## config.mk

```make
export PLATFORM = sky130hd
export DESIGN_NAME = dmem_arbiter
export DESIGN_NICKNAME = d
export VERILOG_FILES = /design/src/rtl/dmem_arbiter.sv
export SDC_FILE = /design/constraint.sdc
export NUM_CORES = 1
export LEC_CHECK = 0
export CAP_MARGIN = 15
export CORE_AREA = 2 2 114 116
export CTS_BUF_LIST = sky130_fd_sc_hd__clkbuf_8
export CTS_CLUSTER_SIZE = 12
export DETAILED_ROUTE_END_ITERATION = 6
export DIE_AREA = 0 0 116 118
export SETUP_SLACK_MARGIN = 0.15
export SLEW_MARGIN = 15
export SYNTH_ARGS = -nofsm -noshare
export SYNTH_HDL_FRONTEND = slang
export SYNTH_SLANG_ARGS = --single-unit
```

## constraint.sdc

```tcl
create_clock -name clk -period 5.4 [get_ports clk]
set_input_delay 0.54 -clock clk [delete_from_list [all_inputs] [get_ports clk]]
set_output_delay 0.54 -clock clk [all_outputs]
set_load 0.01 [all_outputs]
```

## src/rtl/dmem_arbiter.sv

```systemverilog
// rtl/dmem_arbiter.sv - data RAM arbiter between processor load/store path and loader port
module dmem_arbiter #(
    parameter int ADDR_W    = 32,
    parameter int DATA_W    = 32,
    parameter int BURST_MAX = 8
) (
    input  logic              clk,
    input  logic              reset,
    input  logic              cpu_req,
    input  logic              cpu_we,
    input  logic [ADDR_W-1:0] cpu_addr,
    input  logic [DATA_W-1:0] cpu_wdata,
    output logic [DATA_W-1:0] cpu_rdata,
    output logic              cpu_ack,
    output logic              cpu_stall,
    input  logic              ldr_req,
    input  logic              ldr_we,
    input  logic [ADDR_W-1:0] ldr_addr,
    input  logic [DATA_W-1:0] ldr_wdata,
    output logic [DATA_W-1:0] ldr_rdata,
    output logic              ldr_ack,
    output logic              mem_we,
    output logic [ADDR_W-1:0] mem_addr,
    output logic [DATA_W-1:0] mem_wdata,
    input  logic [DATA_W-1:0] mem_rdata
);

    localparam int CNT_W = $clog2(BURST_MAX + 1);
    localparam logic [CNT_W-1:0] CNT_MAX = CNT_W'(BURST_MAX);

    typedef enum logic [1:0] {IDLE, CPU_OWN, LDR_OWN} state_t;

    state_t           state;
    state_t           other;
    logic [CNT_W-1:0] burst_cnt;
    logic [CNT_W-1:0] cnt_inc;
    logic             last_ldr;
    logic             own_req;
    logic             own_we;
    logic             oth_req;
    logic [ADDR_W-1:0] own_addr;
    logic [DATA_W-1:0] own_wdata;

    always_comb begin
        own_req   = 1'b0;
        own_we    = 1'b0;
        oth_req   = 1'b0;
        own_addr  = '0;
        own_wdata = '0;
        other     = IDLE;
        case (state)
            CPU_OWN: begin
                own_req   = cpu_req;
                own_we    = cpu_we;
                own_addr  = cpu_addr;
                own_wdata = cpu_wdata;
                oth_req   = ldr_req;
                other     = LDR_OWN;
            end
            LDR_OWN: begin
                own_req   = ldr_req;
                own_we    = ldr_we;
                own_addr  = ldr_addr;
                own_wdata = ldr_wdata;
                oth_req   = cpu_req;
                other     = CPU_OWN;
            end
            default: ;
        endcase
    end

    // burst_cnt saturates so an uncontested owner keeps the RAM indefinitely
    assign cnt_inc = (burst_cnt == CNT_MAX) ? burst_cnt : burst_cnt + 1'b1;

    always_ff @(posedge clk or negedge reset) begin
        if (!reset) begin
            state     <= IDLE;
            burst_cnt <= '0;
            last_ldr  <= 1'b1;
        end else begin
            case (state)
                IDLE: begin
                    burst_cnt <= '0;
                    if (cpu_req && (!ldr_req || last_ldr))
                        state <= CPU_OWN;
                    else if (ldr_req)
                        state <= LDR_OWN;
                end
                CPU_OWN, LDR_OWN: begin
                    if (!own_req) begin
                        burst_cnt <= '0;
                        if (oth_req) begin
                            state    <= other;
                            last_ldr <= (state == LDR_OWN);
                        end else begin
                            state <= IDLE;
                        end
                    end else if (oth_req && cnt_inc == CNT_MAX) begin
                        state     <= other;
                        burst_cnt <= '0;
                        last_ldr  <= (state == LDR_OWN);
                    end else begin
                        burst_cnt <= cnt_inc;
                    end
                end
                default: begin
                    state     <= IDLE;
                    burst_cnt <= '0;
                end
            endcase
        end
    end

    assign cpu_ack   = (state == CPU_OWN) & cpu_req;
    assign ldr_ack   = (state == LDR_OWN) & ldr_req;
    assign cpu_stall = cpu_req & ~cpu_ack;
    assign mem_we    = own_we & own_req;
    assign mem_addr  = own_addr;
    assign mem_wdata = own_wdata;
    assign cpu_rdata = cpu_ack ? mem_rdata : '0;
    assign ldr_rdata = ldr_ack ? mem_rdata : '0;

endmodule

```

== Yosys cells after proc, flatten, opt, wreduce, memory -nomap -nowiden ==
Cells that the tools add are included.
Word-level totals
  bits in registers: 7
  bits of input ports: 166
  word-level logic and storage cells: 46
Cells by class
  add/sub/neg operators: 1
  equal/unequal tests: 7
  muxes and demuxes: 21
  bitwise logic cells: 5
  reduce and logical (&&, ||, !) cells: 9
Operators with widths (count)
  32-bit one-hot mux with 2 select lines: 2
  32-bit 2-to-1 mux: 2
  4-bit 2-to-1 mux: 4
  2-bit 2-to-1 mux: 5
  4-bit equality test (second input constant): 2
  2-bit one-hot mux with 2 select lines: 2
  3-bit inequality test (second input constant): 2
  1-bit one-hot mux with 2 select lines: 3
  4-bit by 1-bit adder with 4-bit output (second input constant): 1
  1-bit AND: 4
  1-bit 2-to-1 mux: 3
  3-bit AND reduction: 1
  2-bit by 1-bit equality test with 1-bit output (second input constant): 1
  2-bit equality test (second input constant): 1
  1-bit logical AND: 2
  2-bit zero test: 1
  2-bit by 1-bit inequality test with 1-bit output (second input constant): 1
  2-bit AND reduction: 1
  2-bit nonzero test: 1
  2-bit OR reduction: 1
  1-bit zero test: 1
  1-bit logical OR: 1
  1-bit NOT: 1

== Logic depth before layout (Yosys ltp) ==
  depth after elaboration: 7
  mapped depth: 8
  depth with buffers taken out: 7

== Worst setup path before layout ==
No wires, ideal clock.
  path type: reg-to-output
  from: register state[1]
  to: output port mem_addr[16]
  arrival time: 1.795 ns
  data required time: 4.860 ns
  slack: 3.065 ns
  cell stages (with the launch flop): 8
  buffers on the path: 3
  cell sequence: dfrtp_1 -> inv_1 -> ha_1 -> clkbuf_1 -> and2_1 -> clkbuf_1 -> buf_1 -> a22o_1
Between the ends
  longest elaborated chain between the ends: 2
  elaborated cells on any way between the ends: 3
RTL lines
  from (decl): line 33  | state_t state;
  from (signal assigned): line 93  | state <= other;
  from (signal assigned): line 99  | state <= other;
  2-bit equality test or 2-bit by 1-bit equality test with 1-bit output (tied branches): line 51  | case (state)
  32-bit one-hot mux with 2 select lines (*): line 51
  to (decl): line 23  | output logic [ADDR_W-1:0] mem_addr,
Every way passes the cells marked *; elsewhere a longest branch is shown, timed or not.

== Worst setup path after layout ==
  from: register state[0]
  to: output port mem_wdata[23]
Between the ends
  longest elaborated chain between the ends: 2
  elaborated cells on any way between the ends: 3
RTL lines
  2-bit equality test or 2-bit by 1-bit equality test with 1-bit output (tied branches): line 51
  32-bit one-hot mux with 2 select lines (*): line 51
  to (decl): line 24  | output logic [DATA_W-1:0] mem_wdata,
Marked as above.

==> metrics.txt <==
# TYPE chip_impl_metric gauge
chip_impl_metric{name="cell_area_after_synthesis",unit="mm2"} 0.001658
chip_impl_metric{name="syn-mean-instance-area",unit="um2"} 7.640
chip_impl_info{name="cts-root-buf",value="sky130_fd_sc_hd__clkbuf_8"} 1
chip_impl_metric{name="finalNetCount",unit=""} 666
chip_impl_info{name="hold_class",value="flip-flop to flip-flop"} 1
chip_impl_metric{name="placed_area",unit="mm2"} 0.004770
chip_impl_metric{name="routability_congestion_estimate",unit=""} 0.8882
chip_impl_info{name="cp_common_cell",value="sky130_fd_sc_hd__buf_4"} 1
chip_impl_metric{name="place_inst",unit=""} 661
chip_impl_metric{name="synth_seq_cells",unit=""} 7
chip_impl_metric{name="rows",unit=""} 41
chip_impl_metric{name="critical-path-max-stage-delay",unit="ps"} 730
chip_impl_metric{name="ys_types",unit=""} 32
chip_impl_metric{name="nFillCells",unit=""} 1281
chip_impl_metric{name="layout-drive-gt1-share",unit="%"} 4.057
chip_impl_metric{name="final.setup_skew",unit="ps"} 7.122
chip_impl_metric{name="grt_start_max_net_pins",unit=""} 43
chip_impl_metric{name="clk_pin_slew",unit="ps"} 40
chip_impl_metric{name="die_width",unit="um"} 116
chip_impl_info{name="timing.critical_path.cells",value="inv_1 > ha_1 > buf_4 > and2_2 > buf_4 > a22o_1 > clkdlybuf4s50_1"} 1
chip_impl_metric{name="synth_warnings",unit=""} 0
chip_impl_metric{name="power.density_cell_area",unit="mW/mm2"} 283.0
chip_impl_metric{name="worstPathMaxFanout",unit=""} 42
chip_impl_metric{name="multiInputGateArea",unit="mm2"} 0.001356
chip_impl_metric{name="clkLatencyLatePin",unit="ps"} 220
chip_impl_metric{name="finalHoldViolations",unit=""} 0
chip_impl_metric{name="portion_of_the_post_synthesis_area_used_by_sequential_elements",unit="%"} 10.64
chip_impl_metric{name="routed_via_density",unit=""} 4.361
chip_impl_metric{name="detailed_place_hpwl",unit="mm"} 9.565
chip_impl_metric{name="post_cts.resized_instances",unit=""} 0
chip_impl_metric{name="static-leakage-power",unit="uW"} 0.001999
chip_impl_metric{name="cap_viol_max_count",unit=""} 0
chip_impl_metric{name="drt_iter0_drcs",unit=""} 128
chip_impl_metric{name="vdd_ir_drop_max",unit="mV"} 0.1629
chip_impl_metric{name="slew_violations",unit=""} 0
chip_impl_info{name="largest_cells_by_area_after_synthesis",value="sky130_fd_sc_hd__a22o_1 34%, sky130_fd_sc_hd__and3_1 24%, sky130_fd_sc_hd__dfrtp_1 9.1%"} 1
chip_impl_metric{name="cts_hold_buffers",unit=""} 0
chip_impl_metric{name="dieHeight",unit="um"} 118
chip_impl_metric{name="final_hold_slack",unit="ps"} 498.5
chip_impl_info{name="worst_setup_path_end_kind",value="output port"} 1
chip_impl_metric{name="remaining_drc_errors",unit=""} 0
chip_impl_metric{name="port_buffers",unit=""} 297
chip_impl_info{name="critical-path-top-delay-family",value="buffers and inverters"} 1
chip_impl_metric{name="detailroute.via_count",unit=""} 2900
chip_impl_info{name="rsz0062_at_grt",value="no"} 1
chip_impl_info{name="worst_setup_path_start_kind",value="flip-flop"} 1
chip_impl_metric{name="final_design_area_no_fill",unit="mm2"} 0.004811
chip_impl_metric{name="global_route_wire_length_before_repair",unit="mm"} 16.52
chip_impl_metric{name="grt_pass1_vias",unit=""} 2825
chip_impl_metric{name="fmax",unit="MHz"} 275.7
chip_impl_info{name="outcome",value="finished clean"} 1
chip_impl_metric{name="antenna_found_initial",unit=""} 0
chip_impl_metric{name="timing.reg2reg.setup_slack",unit="ps"} 2840
chip_impl_metric{name="total_gr_overflow",unit=""} 0
chip_impl_metric{name="worst-path-buf-inv",unit=""} 4
chip_impl_metric{name="postSynthCellCount",unit=""} 217
chip_impl_metric{name="worst-endpoint-arrival",unit="ps"} 3090
chip_impl_info{name="criticalPathCategory",value="flip-flop to output port"} 1
chip_impl_info{name="cts_tree",value="done"} 1
chip_impl_metric{name="layout_min_cycle_time",unit="ps"} 3627
chip_impl_metric{name="detail-route-antenna-nets",unit=""} 0
chip_impl_metric{name="avgRoutedWirePerCell",unit="um"} 17.11
chip_impl_metric{name="register_area",unit="um2"} 176.4
chip_impl_info{name="cp_slowest_cell",value="sky130_fd_sc_hd__and2_2"} 1
chip_impl_metric{name="final_cells",unit=""} 665
chip_impl_metric{name="numCtsBuffers",unit=""} 3
chip_impl_metric{name="depth_of_the_cts_h_tree",unit=""} 1
chip_impl_metric{name="max_slew_margin",unit="%"} 29.77
chip_impl_metric{name="start_util",unit="%"} 13.35
chip_impl_metric{name="groute.usage.overall",unit="%"} 15.40
chip_impl_metric{name="critical_path_required",unit="ps"} 4860
chip_impl_metric{name="placeableCoreArea",unit="mm2"} 0.01241
chip_impl_metric{name="clock-sinks",unit=""} 7
chip_impl_metric{name="postCtsSetupBuffers",unit=""} 0
chip_impl_metric{name="asyncSetResetFlopFracSynth",unit="%"} 100.0
chip_impl_metric{name="io_pins",unit=""} 298
chip_impl_info{name="crit_path_start",value="state[0]"} 1
chip_impl_metric{name="synthDominantCellAreaShare",unit="%"} 34.34
chip_impl_metric{name="routed_wl",unit="mm"} 11.38
chip_impl_metric{name="setup-violations-final",unit=""} 0
chip_impl_metric{name="share_of_the_cycle_needed_by_the_critical_path_after_routing",unit="%"} 67.16
chip_impl_metric{name="clock_tree.buffer_depth",unit=""} 2
chip_impl_info{name="synth_top_area_cell",value="sky130_fd_sc_hd__a22o_1"} 1
chip_impl_metric{name="die_area",unit="mm2"} 0.01369
chip_impl_info{name="crit-reg2reg-launch",value="state[1]"} 1
chip_impl_metric{name="flow.area_growth_from_synthesis",unit="%"} 190.2
chip_impl_metric{name="setup-tns-final",unit="ps"} 0
chip_impl_metric{name="synth_enable_flop_cells",unit=""} 0
chip_impl_metric{name="drt_pass1_iterations",unit=""} 4
chip_impl_info{name="ys_dominant_reg_cell",value="sky130_fd_sc_hd__dfrtp_1"} 1
chip_impl_info{name="min_delay_startpoint",value="last_ldr"} 1
chip_impl_metric{name="insertedDiodeCount",unit=""} 0
chip_impl_metric{name="timing_worst_slew_pin_value",unit="ps"} 1050
chip_impl_metric{name="postSynthNetCount",unit=""} 389
==> where the power goes <==
part           leakage [uW]  switching [uW]  internal, uW
sequential        0.0000915            14.2          69.0
combinational       0.00188             526           681
clock             0.0000255            21.4          49.8
==> cell usage in the layout, fill, tap and decap left out, types with 2 or more instances in the layout <==
cell type / netlist / layout
sky130_fd_sc_hd__a21oi_1: 3 / 3
sky130_fd_sc_hd__a22o_1: 65 / 65
sky130_fd_sc_hd__and2_1: 4 / 2
sky130_fd_sc_hd__and2_2: 0 / 2
sky130_fd_sc_hd__and3_1: 64 / 64
sky130_fd_sc_hd__buf_4: 0 / 4
sky130_fd_sc_hd__clkbuf_8: 0 / 3
sky130_fd_sc_hd__clkdlybuf4s50_1: 0 / 296
sky130_fd_sc_hd__dfrtp_1: 6 / 6
sky130_fd_sc_hd__ha_1: 6 / 6
sky130_fd_sc_hd__inv_1: 4 / 4
sky130_fd_sc_hd__mux2_1: 2 / 2
sky130_fd_sc_hd__mux2i_1: 2 / 2
sky130_fd_sc_hd__nand2_1: 2 / 2
sky130_fd_sc_hd__nand3_1: 2 / 2
sky130_fd_sc_hd__nor2_1: 4 / 4
sky130_fd_sc_hd__nor2b_1: 3 / 3
sky130_fd_sc_hd__nor3_1: 2 / 2
sky130_fd_sc_hd__o21ai_0: 3 / 3
sky130_fd_sc_hd__xor2_1: 2 / 2
==> path summary, 6_finish.rpt <==
kind / to / cells after the start
worst max-delay path: mem_wdata[23] / 7
worst min-delay path: last_ldr / 1
worst max register to register: state[1] / 8
worst min register to register: last_ldr / 1
max in group asynchronous: last_ldr / 1
min in group asynchronous: burst_cnt[1] / 1
==> worst register-to-register path: stages (launching register included) <==
cell and delay, ps:
sky130_fd_sc_hd__dfrtp_1 400, sky130_fd_sc_hd__inv_1 100, sky130_fd_sc_hd__ha_1 160, sky130_fd_sc_hd__buf_4 290
sky130_fd_sc_hd__and2_2 620, sky130_fd_sc_hd__buf_4 450, sky130_fd_sc_hd__o21ai_0 170, sky130_fd_sc_hd__a21oi_1 180
sky130_fd_sc_hd__mux2_1 140
==> cell type report <==
class	count	area share, %
multi-input cells	176	28.19
well taps	172	4.473
repair buffers	301	62.31
flip-flops and latches	7	3.667
clock inverters	1	0.1040
inverters	5	0.3901
clock buffers	3	0.8583
==> logic make-up after synthesis <==
family / count (synthesis) / share of synthesized area [%]
xor gates and xnor gates: 2 / 1.057
and+or+nand+nor: 86 / 32.15
muxes: 4 / 2.566
adders and majority gates: 6 / 4.528
buffers and inverters: 34 / 7.698
AOI/OAI and AO/OA: 78 / 41.36
DFF: 7 / 10.64
==> metrics by stage <==
stage                     utilization (%)  total power (uW)  setup slack [ps]
after floorplan                         -             628.6              3065
after global placement              38.42              1289              2012
after detailed placement            38.42              1294              1980
after CTS                           38.79              1377              1770
after global routing                38.75              1455              1567
final                               38.75              1361              1773
==> Yosys cell counts, types with 3 or more instances <==
| cell type | count |
|---|---|
| sky130_fd_sc_hd__a21oi_1 | 3 |
| sky130_fd_sc_hd__a22o_1 | 65 |
| sky130_fd_sc_hd__and2_1 | 4 |
| sky130_fd_sc_hd__and3_1 | 64 |
| sky130_fd_sc_hd__buf_1 | 5 |
| sky130_fd_sc_hd__clkbuf_1 | 24 |
| sky130_fd_sc_hd__dfrtp_1 | 6 |
| sky130_fd_sc_hd__ha_1 | 6 |
| sky130_fd_sc_hd__inv_1 | 4 |
| sky130_fd_sc_hd__nor2_1 | 4 |
| sky130_fd_sc_hd__nor2b_1 | 3 |
| sky130_fd_sc_hd__o21ai_0 | 3 |
==> per-layer routing <==
layer / global-route usage, % / wire, um / vias to the layer above
li1: - / - / 1400
met1: 16.97 / 4195 / 1357
met2: 28.29 / 5929 / 135
met3: 5.767 / 1163 / 8
met4: 2.232 / 93 / 0
met5: 0 / 0 / -
==> sequential cells by signal, indices dropped and copies added (netlist names) <==
register and flops:
last_ldr 1, burst_cnt 4, state 2
Note: power is estimated with default switching activity, not from simulation.
